===== config.mk =====
export PLATFORM = sky130hd
export DESIGN_NAME = fifo_write_arbiter
export DESIGN_NICKNAME = d
export VERILOG_FILES = /design/src/rtl/fifo_write_arbiter.sv
export SDC_FILE = /design/constraint.sdc
export NUM_CORES = 1
export LEC_CHECK = 0
export BUFFER_PORTS_ARGS = -buffer_cell sky130_fd_sc_hd__buf_2
export CAP_MARGIN = 20
export CORE_MARGIN = 8
export CORE_UTILIZATION = 40
export DETAILED_ROUTE_END_ITERATION = 10
export GPL_TIMING_DRIVEN = 0
export HOLD_SLACK_MARGIN = 0.12
export PLACE_DENSITY_LB_ADDON = 0.05
export SLEW_MARGIN = 40
export SYNTH_ARGS = -nofsm -noshare
export SYNTH_HDL_FRONTEND = slang
export SYNTH_SLANG_ARGS = --single-unit

===== constraint.sdc =====
create_clock -name clock -period 3.7 [get_ports clock]
set_input_delay 0 -clock clock [delete_from_list [all_inputs] [get_ports clock]]
set_output_delay 0 -clock clock [all_outputs]
set_load 0.02 [all_outputs]

===== src/rtl/fifo_write_arbiter.sv =====
// fifo_write_arbiter: round-robin arbiter sharing one FIFO write port; `define FIFO_ARB_BURST_EN enables burst ownership
module fifo_write_arbiter #(
  parameter int NUM_REQ   = 4,
  parameter int WIDTH     = 32,
  parameter int SPOT_BITS = 5,
  parameter int MAX_BURST = 4
) (
  input  logic                     clock,
  input  logic                     reset,
  input  logic [NUM_REQ-1:0]       req,
  input  logic [NUM_REQ*WIDTH-1:0] req_data,
  output logic [NUM_REQ-1:0]       gnt,
  output logic                     fifo_wr_en,
  output logic [WIDTH-1:0]         fifo_wr_data,
  input  logic                     fifo_full,
  input  logic [SPOT_BITS-1:0]     fifo_spots,
  output logic                     stall
);
  localparam int PW = $clog2(NUM_REQ);
  if (NUM_REQ < 2 || MAX_BURST < 1) begin : g_bad_cfg
    $error("fifo_write_arbiter: NUM_REQ must be >= 2 and MAX_BURST >= 1");
  end
  logic [PW-1:0] rr_ptr, rr_nxt, win, gidx;
  logic found, cap, grant;
  function automatic logic [PW-1:0] wrap(input logic [PW-1:0] p, input int k);
    return PW'((int'(p) + k) % NUM_REQ);
  endfunction
  // One slot is reserved for the write already sitting in the output register
  assign cap   = !fifo_full && (fifo_spots > SPOT_BITS'(fifo_wr_en));
  assign stall = |req && !cap;
  assign gnt   = (grant && !reset) ? ({{(NUM_REQ-1){1'b0}}, 1'b1} << gidx) : '0;
  // First requester at or after rr_ptr, wrapping; the lowest offset wins
  always_comb begin
    found = 1'b0;
    win   = rr_ptr;
    for (int k = NUM_REQ - 1; k >= 0; k--)
      if (req[wrap(rr_ptr, k)]) begin
        found = 1'b1;
        win   = wrap(rr_ptr, k);
      end
  end
  // Registered write stage and rotation pointer
  always_ff @(posedge clock or posedge reset)
    if (reset) begin
      fifo_wr_en   <= 1'b0;
      fifo_wr_data <= '0;
      rr_ptr       <= '0;
    end else begin
      fifo_wr_en <= |gnt;
      if (|gnt) fifo_wr_data <= req_data[gidx*WIDTH +: WIDTH];
      rr_ptr <= rr_nxt;
    end
`ifdef FIFO_ARB_BURST_EN
  localparam int CW = $clog2(MAX_BURST + 1);
  typedef enum logic {IDLE, HOLD} state_t;
  state_t        state, state_nxt;
  logic [PW-1:0] owner, owner_nxt;
  logic [CW-1:0] burst_cnt, cnt_nxt;
  // Burst ownership state register
  always_ff @(posedge clock or posedge reset)
    if (reset) begin
      state     <= IDLE;
      owner     <= '0;
      burst_cnt <= '0;
    end else begin
      state     <= state_nxt;
      owner     <= owner_nxt;
      burst_cnt <= cnt_nxt;
    end
  // Idle arbitrates fairly; hold serves only the owner until it drops req or hits the burst limit
  always_comb begin
    state_nxt = state;
    owner_nxt = owner;
    cnt_nxt   = burst_cnt;
    rr_nxt    = rr_ptr;
    grant     = 1'b0;
    gidx      = win;
    if (state == IDLE) begin
      grant = found && cap;
      if (grant && MAX_BURST > 1) begin
        state_nxt = HOLD;
        owner_nxt = win;
        cnt_nxt   = CW'(1);
      end else if (grant) rr_nxt = wrap(win, 1);
    end else begin
      gidx = owner;
      if (!req[owner]) begin
        rr_nxt    = wrap(owner, 1);
        state_nxt = IDLE;
      end else if (cap) begin
        grant   = 1'b1;
        cnt_nxt = burst_cnt + CW'(1);
        if (cnt_nxt == CW'(MAX_BURST)) begin
          rr_nxt    = wrap(owner, 1);
          state_nxt = IDLE;
        end
      end
    end
  end
`else
  // Every grant rotates priority past the winner
  always_comb begin
    grant  = found && cap;
    gidx   = win;
    rr_nxt = grant ? wrap(win, 1) : rr_ptr;
  end
`endif
endmodule


After elaboration in Yosys (flattened, before gate mapping)
Cells that the tools add are included.
Word-level totals
  bits in registers: 35
  input port bits: 140
  output and inout bits: 38
  logic and storage cells: 40
Operators by class
  add/sub/neg operators: 4
  magnitude comparators: 5
  shift-type cells: 2
  muxes and demuxes: 17
  reduce and logical (&&, ||, !) cells: 9
Operators by type and width (number)
  variable part select 128 x 8 -> 32 bit: 1
  less-than comparator 2 x 3 -> 1 bit, second input constant: 4
  binary-select mux 1 bit (select 2 bit): 4
  two-way mux 1 bit: 8
  two-way mux 2 bit: 4
  OR reduction 4 bit: 2
  greater-than comparator 5 x 1 -> 1 bit: 1
  adder 2 x 1 -> 2 bit, second input constant: 2
  adder 2 bit, second input constant: 2
  logical AND 1 bit: 4
  two-way mux 4 bit: 1
  << shifter 1 x 2 -> 4 bit, first input constant: 1
  logical NOT 1 bit: 3

Logic depth before layout (Yosys ltp)
  depth after elaboration: 11
  mapped depth: 12
  gate-level depth less buffers: 9

Worst setup path after synthesis
OpenSTA, ideal clock, no wires.
  path kind: register to register
  start: register rr_ptr[0]
  end: register fifo_wr_data[14]
  library setup time: 0.094 ns
  data arrival time: 2.761 ns
  required time: 3.606 ns
  slack: 0.845 ns
  cell stages (with the launch flop): 12
  path buffers: 3
  clock period less this slack: 2.855 ns
  path through: dfrtp_1 > nand2b_1 > a221oi_4 > and2_4 > inv_2 > buf_6 > buf_2 > ha_1 > o41ai_2 > buf_2 > a2111oi_2 > a211oi_1
On the way
  word-level cells in the longest chain between the ends: 11
  elaborated cells between the ends (all ways): 25
  classes of those cells: add/sub (3); shift (2); mux (17); reduce/logical (3)
Ends and longest elaborated chain
  from (decl): line 23  | logic [PW-1:0] rr_ptr, rr_nxt, win, gidx;
  from (signal assigned): line 51  | rr_ptr <= rr_nxt;
  branches (longest 11 deep; another with adder 2 bit)
  to (signal assigned): line 50  | if (|gnt) fifo_wr_data <= req_data[gidx*WIDTH +: WIDTH];
  to (decl): line 14  | output logic [WIDTH-1:0] fifo_wr_data,
Parallel ways; which one is timed is not known. The select of a mux whose other input is x is not followed.
A chain may end at the register's enable or synchronous reset.

Final worst setup path
  start: register rr_ptr[1]
  end: register fifo_wr_data[29]
The elaborated chain is that of the path after synthesis.

==> results.json <==
{
  "final_area_um2": 4570,
  "grt_max_degree": 21,
  "post-route-min-period_ps": 3370,
  "crit_arrival_ps": 3560,
  "routabilityCongestion": 0.728,
  "drt-total-wl_um": 11000,
  "syn_area_um2": 2610,
  "rsz0062_at_grt": "no",
  "p_leak_uw": 0.00220,
  "final.setup.tns_ps": 0,
  "sw_frac_of_total": 0.454,
  "slew_violations": 0,
  "cts.clk_slew.worst_paths_ps": 70,
  "initial_core_util": 0.413,
  "cp_max_fo": 11,
  "nNetsFinal": 676,
  "remaining_drc_errors": 0,
  "final_common_cell": "buf_2",
  "timing.max_cap.violations": 0,
  "finalSetupViolations": 0,
  "ir_worst_vdd_v": 0.000344,
  "placementRows": 29,
  "yosys.area.top_type_share": 0.336,
  "p_per_area_nw_per_um2": 566,
  "syn2layout_area_growth_pct": 75.3,
  "clock-root-buffer": "clkbuf_8",
  "io_pins": 178,
  "h-tree-depth": 2,
  "antenna_found_initial": 0,
  "die-area_um2": 9350,
  "path_class": "reg2reg",
  "cts_buffers": 5,
  "synth_edf_count": 0,
  "grt.overflow.total": 0,
  "ys_warn_count": 0,
  "drive_gt1_frac": 0.425,
  "slowest_stage": "o41ai_4",
  "synthTopCellsByArea": "dfrtp_1 34%, mux2i_1 12%, a2111oi_2 9.8%, a211oi_1 8.9%, and3_1 7.7%",
  "status": "complete, no violations",
  "first_pass_iters": 4,
  "die_y_um": 96.7,
  "period_share": 0.912,
  "wl_per_cell_um": 18.0,
  "cts_buffer_depth": 2,
  "synth_seq_cells": 35,
  "sequentialPowerShare": 0.259,
  "slew_headroom": 0.619,
  "vias_per_cell": 5.30,
  "synth.largest_area_cell": "dfrtp_1",
  "fmax_ghz": 0.296,
  "synth_cells": 262,
  "yosysUniqueCellTypes": 34,
  "max_stage_delay_ps": 530,
  "grt_pass1_vias": 3642,
  "tritoncts": "yes",
  "die_x_um": 96.7,
  "syn_avg_cell_area_um2": 9.95,
  "postCtsSetupRepairBufs": 0,
  "drt_iter0_drc": 73,
  "ys.flop_type": "dfrtp_1",
  "switching_power_uw": 1170,
  "path_cells": "o22ai_1 -> a221oi_4 -> and2_4 -> inv_2 -> buf_6 -> buf_2 -> ha_1 -> o41ai_4 -> nor2_1 -> buf_1 -> a211oi_1",
  "cts_sinks": 35,
  "dpl_cell_area_um2": 3620,
  "endpoint_kind": "flip-flop",
  "p_clk_frac": 0.121,
  "hold_path.class": "in2reg",
  "worstMarginPinSlew_ps": 572,
  "setup.worst_path.start_class": "flip-flop",
  "seq_area_frac_synth": 0.336,
  "clock_latency_ps": 290,
  "port_buffers": 177,
  "dp_hpwl_um": 7480,
  "p_int_uw": 1410,
  "synthArstFlopShare": 1.00,
  "drtAntennaViolNets": 0,
  "num_vias": 3227,
  "grt_usage": 0.226,
  "diodes": 0,
  "worstPathRequired_ps": 3880,
  "finalClockSkew_ps": 2.85,
  "final_cell_mix": "187 x buf_2, 84 x dlygate4sd3_1, 38 x nor2_1, 35 x dfrtp_1, 32 x and3_1",
  "core-area_um2": 6310,
  "synth_nets": 407,
  "pwr-share-comb": 0.620,
  "hold_viol_final": 0,
  "grt_pass1_wl_um": 17600
}
## per-layer routing
layer | vias up | routed length, µm | track usage
met4 | 0 | 316 | 0.0911
met1 | 1506 | 4240 | 0.235
li1 | 1556 | - | -
met3 | 25 | 758 | 0.0669
met2 | 140 | 5640 | 0.413
met5 | - | 0 | 0
## through the flow
stage               hold slack, ps  setup slack [ps]  cells  utilization  power (µW)
floorplan                      154               845    262            -        1630
global placement               284               184    516        0.568        2080
detailed placement            41.0               133    517        0.573        2110
CTS                            120               107    607        0.719        2580
global route                   125              30.7    609        0.724        2760
finish                         111               327    609        0.724        2580
## layout make-up
| class | count | area (µm²) |
|---|---|---|
| Fill cell | 512 | 1750 |
| Inverter | 5 | 18.8 |
| Timing Repair Buffer | 262 | 1750 |
| Multi-Input combinational cell | 197 | 1590 |
| Sequential cell | 35 | 876 |
| Buffer | 25 | 129 |
| Clock buffer | 8 | 100 |
| Tap cell | 77 | 96.3 |
## worst paths after layout
path                                         end  slack [ps]            start  cells after the start
worst min register to register   fifo_wr_data[2]         560  fifo_wr_data[2]                      2
min in group asynchronous       fifo_wr_data[19]         280            reset                      3
worst max register to register  fifo_wr_data[29]         330        rr_ptr[1]                     11
worst max-delay path            fifo_wr_data[29]         330        rr_ptr[1]                     11
worst min-delay path            fifo_wr_data[17]         110     req_data[81]                      3
max in group asynchronous        fifo_wr_data[2]        2980            reset                      4
## registers in the layout (all words and copies together), names as in the netlist
| register | flops |
|---|---|
| fifo_wr_data | 32 |
| fifo_wr_en | 1 |
| rr_ptr | 2 |
## power by group through the flow
stage          sequential, µW  combinational (µW)  clock, µW
2_1_floorplan             887                 739          0
3_3_place_gp              668                1410          0
3_5_place_dp              671                1440          0
4_1_cts                   667                1590        322
5_1_grt                   694                1730        335
6_report                  670                1600        313
## critical path, delay by kind of cell (launching register included)
kind                     cells  cell delay, ps
adder cells (fa/ha/maj)      1             280
flip-flops                   1             440
AO/OA/AOI/OAI                4            1410
AND/OR/NAND/NOR              2             420
buffers and inverters        4             730
## Yosys cell counts (all sizes together), types with 2 or more instances
cell type and instances:
buf 15, inv 5, nor2 38, ha 5, clkbuf 10, and2 7, dfrtp 35, a2111oi 33
mux2i 31, a211oi 31, nor2b 3, nor4 2, a21oi 2, and3 32
## what timing repair did
| action | CTS | global route |
|---|---|---|
| setup endpoints to repair | 0 | 30 |
| gates resized for setup | 0 | 1 |
| hold endpoints to repair | 67 | 2 |
| hold buffers | 82 | 2 |
## logic make-up after synthesis
kind of cell,share of synthesized area
AOI/OAI and AO/OA,0.283
adders and majority gates,0.0240
DFF,0.336
buffers and inverters,0.0567
and+or+nand+nor,0.177
muxes,0.123
(Power assumes the default switching activity.)
